## src/rtl/dmem_mmio_responder.sv

```systemverilog
`default_nettype none
// ============================================================================
// Module      : dmem_mmio_responder
// Description : Responder for the CPU data-memory port. Decodes the byte
//               address into a word RAM and a small MMIO block (output data
//               register, status, overflow clear). Words stored to the output
//               data register are queued in a FIFO and drained over a
//               valid/ready stream.
// Revision    : 1.0 - initial release
// ============================================================================
module dmem_mmio_responder #(
    parameter int RAM_WORDS  = 64,
    parameter int FIFO_DEPTH = 4
) (
    input  logic        clk,
    input  logic        reset,
    input  logic        we,
    input  logic [31:0] a,
    input  logic [31:0] wd,
    output logic [31:0] rd,
    output logic        out_valid,
    output logic [31:0] out_data,
    input  logic        out_ready,
    output logic        overflow
);

    localparam int c_RAM_AW = (RAM_WORDS > 1) ? $clog2(RAM_WORDS) : 1;
    localparam int c_PTR_W  = $clog2(FIFO_DEPTH);
    localparam int c_CNT_W  = c_PTR_W + 1;

    // Word addresses (byte address >> 2) of the MMIO registers
    localparam logic [29:0] c_WA_OUT    = 30'h040;
    localparam logic [29:0] c_WA_STATUS = 30'h041;
    localparam logic [29:0] c_WA_CLEAR  = 30'h042;

    logic [31:0]         r_ram  [RAM_WORDS];
    logic [31:0]         r_fifo [FIFO_DEPTH];
    logic [c_PTR_W-1:0]  r_wptr;
    logic [c_PTR_W-1:0]  r_rptr;
    logic [c_CNT_W-1:0]  r_count;
    logic                r_overflow;

    logic [29:0]         w_word;
    logic [c_RAM_AW-1:0] w_ram_idx;
    logic                w_sel_ram;
    logic                w_empty;
    logic                w_full;
    logic                w_pop;
    logic                w_push_req;
    logic                w_push;
    logic                w_reject;
    logic                w_clear;
    logic [31:0]         w_status;
    logic                w_unused_addr;

    // Byte offset within the word is ignored: misaligned accesses hit the word
    assign w_unused_addr = &{1'b0, a[1:0]};
    assign w_word        = a[31:2];
    assign w_ram_idx     = a[2 +: c_RAM_AW];
    assign w_sel_ram     = (a[31:8] == 24'd0);

    assign w_empty    = (r_count == '0);
    assign w_full     = (r_count == c_CNT_W'(FIFO_DEPTH));
    assign w_pop      = !w_empty && out_ready;
    // Reset masks CPU side effects on the FIFO and the clear register
    assign w_push_req = we && (w_word == c_WA_OUT) && !reset;
    // A full FIFO still takes a push when the head leaves on the same edge
    assign w_push     = w_push_req && (!w_full || w_pop);
    assign w_reject   = w_push_req && !w_push;
    assign w_clear    = we && (w_word == c_WA_CLEAR) && !reset;

    assign w_status = {24'd0, r_overflow, w_full, w_empty, 5'(r_count)};

    assign out_valid = !w_empty;
    assign out_data  = w_empty ? 32'd0 : r_fifo[r_rptr];
    assign overflow  = r_overflow;

    // RAM write port; deliberately unaffected by reset so data survives it
    always_ff @(posedge clk) begin
        if (we && w_sel_ram) begin
            r_ram[w_ram_idx] <= wd;
        end
    end

    // FIFO storage write at the current write pointer
    always_ff @(posedge clk) begin
        if (w_push) begin
            r_fifo[r_wptr] <= wd;
        end
    end

    // FIFO pointers, occupancy and sticky overflow flag
    always_ff @(posedge clk) begin
        if (reset) begin
            r_wptr     <= '0;
            r_rptr     <= '0;
            r_count    <= '0;
            r_overflow <= 1'b0;
        end else begin
            if (w_push) begin
                r_wptr <= r_wptr + 1'b1;
            end
            if (w_pop) begin
                r_rptr <= r_rptr + 1'b1;
            end
            case ({w_push, w_pop})
                2'b10:   r_count <= r_count + 1'b1;
                2'b01:   r_count <= r_count - 1'b1;
                default: r_count <= r_count;
            endcase
            if (w_reject) begin
                r_overflow <= 1'b1;
            end else if (w_clear) begin
                r_overflow <= 1'b0;
            end
        end
    end

    // Zero-latency read mux; reflects state as of the last clock edge
    always_comb begin
        rd = 32'd0;
        if (w_sel_ram) begin
            rd = r_ram[w_ram_idx];
        end else if (w_word == c_WA_STATUS) begin
            rd = w_status;
        end
    end

endmodule
`default_nettype wire

```

## config.mk

```make
export PLATFORM = sky130hd
export DESIGN_NAME = dmem_mmio_responder
export DESIGN_NICKNAME = d
export VERILOG_FILES = /design/src/rtl/dmem_mmio_responder.sv
export SDC_FILE = /design/constraint.sdc
export NUM_CORES = 2
export LEC_CHECK = 0
export ABC_AREA = 1
export CORE_ASPECT_RATIO = 0.6
export CORE_UTILIZATION = 55
export DETAILED_ROUTE_END_ITERATION = 7
export GPL_TIMING_DRIVEN = 1
export MAX_ROUTING_LAYER = met4
export PLACE_DENSITY = 0.7
export SLEW_MARGIN = 20
export SYNTH_ARGS = -nofsm -noshare
export SYNTH_HDL_FRONTEND = slang
export SYNTH_SLANG_ARGS = --single-unit
```

## constraint.sdc

```tcl
create_clock -name clk -period 9.8 [get_ports clk]
set_clock_uncertainty 0.2 [all_clocks]
set_input_delay 1.47 -clock clk [delete_from_list [all_inputs] [get_ports clk]]
set_output_delay 1.47 -clock clk [all_outputs]
set_load 0.02 [all_outputs]
```

==> flow_metrics.py <==
metrics = {
    "drt": {
        "drc": 3,
        "drt_wl_total_um": 245000,
        "drt_iter0_markers": 9041,
        "firstDrtPassIters": 8,
        "antenna_left": 0,
        "wl_per_cell_um": 25.1,
        "viasPerCell": 5.89,
        "vias": 57300,
    },
    "setup_path": {
        "r2r_slack_ps": 7060,
        "crit_chain": "buf_8 > buf_4 > buf_4 > o21ai_0 > o211ai_1 > nand3_1 > nand2_1 > nand2_1 > nand2_1 > nor2_1 > nor2_1 > clkdlybuf4s50_1",
        "worst_setup_path_end_kind": "output port",
        "rr_worst_depth": 12,
        "cp_max_fo": 77,
        "reg2reg_to": "r_count[2]$_SDFFE_PP0P_",
        "crit_path_max_incr_delay_ps": 840,
        "crit_top_cell": "nand2_1",
        "r2r_start": "r_count[1]$_SDFFE_PP0P_",
        "cp_data_arrival_time_ps": 5510,
        "slowest_stage": "buf_4",
        "required_ps": 8130,
        "crit_type": "input port to output port",
        "worstSetupStartpointType": "input port",
    },
    "outcome": {
        "violations": "DRC",
        "status": "finished with violations",
    },
    "clock_network": {
        "cts_root_buf": "clkbuf_16",
        "tritoncts": "done",
        "clockBufferDepth": 3,
        "holdBufCountCts": 0,
        "clk_pin_slew_ps": 60,
        "cts_sinks": 2186,
        "cts_setup_buffers": 0,
        "cts.htree.levels": 4,
        "clk_latency_ps": 800,
        "cts-buffers-inserted": 184,
        "cts_resized": 0,
    },
    "final_layout": {
        "nFillCells": 11900,
        "regArea_um2": 65500,
        "synthToLayoutAreaGrowth_pct": 11.1,
        "fin_nets": 7552,
        "finalCoreUtilization": 0.621,
        "finalInstanceArea_um2": 97300,
        "drive_gt1_frac": 0.0683,
        "multi_input_area_um2": 19500,
    },
    "synth": {
        "synthFlopType": "edfxtp_1",
        "ys_warn_count": 0,
        "netlist_instances": 7405,
        "synth_edf_count": 2176,
        "async_flop_share": 0,
        "postSynthAreaPerCell_um2": 11.8,
        "synth_common_cells": "2,338 x nand2_1, 2,176 x edfxtp_1, 754 x nor2_1",
        "synthTopCellsByArea": "edfxtp_1 75%, nand2_1 10%, nor2_1 3.2%",
        "yosys.area.top_type": "edfxtp_1",
        "ys_seq_elements": 2186,
        "syn-cell-area_um2": 87600,
        "yosysTopAreaCellShare": 0.746,
        "syn_nets": 7478,
        "yosysMostFrequentCell": "nand2_1",
        "ys_seq_area_frac": 0.749,
        "ys_types": 28,
    },
    "grt": {
        "grt_use_total": 0.312,
        "antenna_found_initial": 9,
        "grt_pass1_wl_um": 355000,
        "globalRouteOverflowTotal": 0,
        "grt_pass1_vias": 53300,
        "grt_max_degree": 159,
    },
    "floorplan": {
        "fp.dieH_um": 311,
        "rows": 112,
        "initial_core_util": 0.559,
        "io_pins": 134,
        "dieArea_um2": 161000,
        "core_um2": 157000,
        "dieWidth_um": 517,
    },
    "flow_run": {
        "maxCapViolCount": 0,
    },
    "sta": {
        "maxSlewHeadroom": 0.208,
        "period_needed_ps": 7180,
        "period_share": 0.733,
        "rsz0062_at_grt": "no",
        "fmax_mhz": 139,
        "final-max-slew-violation-count": 0,
        "fin_tns_setup_ps": 0,
        "setup_viol": 0,
        "finalHoldViolCount": 0,
        "worst_pin_slew_ps": 1190,
    },
    "min_path": {
        "hp-start": "r_rptr[0]$_SDFFE_PP0P_",
        "hp-class": "flop to flop",
        "holdPathStages": 1,
    },
    "placed_design": {
        "port-buffer-count": 131,
        "place.gp.congestion": 0.903,
        "placed_area_um2": 91600,
        "place_hpwl_um": 129000,
    },
    "power": {
        "ir_worst_vdd_mv": 0.181,
        "powerDensity_nw_per_um2": 194,
        "finalPower_mw": 18.9,
        "power.leakage_nw": 34.7,
    },
}
[metrics by stage]
step                std cells  hold slack, ps  setup slack (ps)
CTS                      9732             276              2750
global route             9733             305              2470
finish                   9738             277              2620
floorplan                7405             236              5160
global placement         9401             248              2760
detailed placement       9402             267              2740
[worst max-delay path: cells and delay by family]
family | cells | cell delay (ps)
simple gates | 6 | 1060
compound gates | 2 | 440
buf+inv | 4 | 2430
[per-layer routing]
metal	up-vias	track usage	part of all wire
met5	-	-	0
met4	0	0.0930	0.028
met3	392	0.0818	0.14
met2	3569	0.430	0.43
met1	27800	0.456	0.41
li1	25600	-	-
[worst max path at each step]
stage	startpoint	to	slack, ps	depth (start not counted)
finish	a[2]	rd[30]	2620	12
global route	a[2]	rd[30]	2470	14
CTS	a[2]	rd[30]	2750	14
detailed placement	a[2]	rd[9]	2740	14
global placement	a[2]	rd[9]	2760	14
floorplan	a[3]	rd[10]	5160	12
[layout by cell type (no fill, tap or decap), types with 2 or more instances in the layout]
master,synthesis,routed
nor2_1,754,681
clkbuf_1,179,44
clkinv_2,0,28
nand3b_1,37,37
nor3_1,4,4
a21oi_1,311,311
nor2_2,1,3
clkdlybuf4s50_1,0,95
inv_1,346,344
clkinv_1,2,45
nand3_1,385,385
inv_16,0,2
nand4_1,81,81
bufinv_16,0,12
o211ai_1,67,67
buf_6,1,3
buf_2,169,32
nand2_1,2338,2338
clkbuf_8,0,3
ha_1,4,4
dfxtp_1,10,9
nor2_4,2,73
clkbuf_16,0,185
o21ai_0,476,476
inv_8,0,2
inv_6,0,5
edfxtp_1,2176,2176
diode_2,0,6
clkinv_8,0,8
buf_4,13,140
buf_12,0,20
[power by group]
| group | total (mW) | internal [mW] | switching [mW] | leakage, nW |
|---|---|---|---|---|
| logic | 1.47 | 0.374 | 1.10 | 12.3 |
| clock network | 7.15 | 3.82 | 3.34 | 2.79 |
| registers | 10.3 | 10.3 | 0.00770 | 19.6 |
[logic make-up (layout without fill, tap and decap cells)]
group | after synthesis | in the layout | synth area share
compound gates | 856 | 856 | 0.0509
fa+ha+maj | 5 | 5 | 0.000800
flops | 2186 | 2186 | 0.749
other cells | 0 | 6 | 0
buf+inv | 753 | 971 | 0.0353
simple gates | 3605 | 3605 | 0.164
[flip-flops by register name, summed over array words and instances, names as in the netlist, named ones only]
register and count:
r_ram 2048, r_rptr 2, overflow 1, r_fifo 128, r_wptr 2, r_count 3
[layout make-up]
cell class                 count  area share
sequential                  2186       0.674
multi-input combinational   4466       0.200
clock buffer                 232      0.0497
tap                         2109      0.0271
timing repair buffer         291      0.0268
inverter                     350      0.0137
clock inverter                98     0.00899
antenna                        6    0.000154
Note: power is estimated with default switching activity, not from simulation.
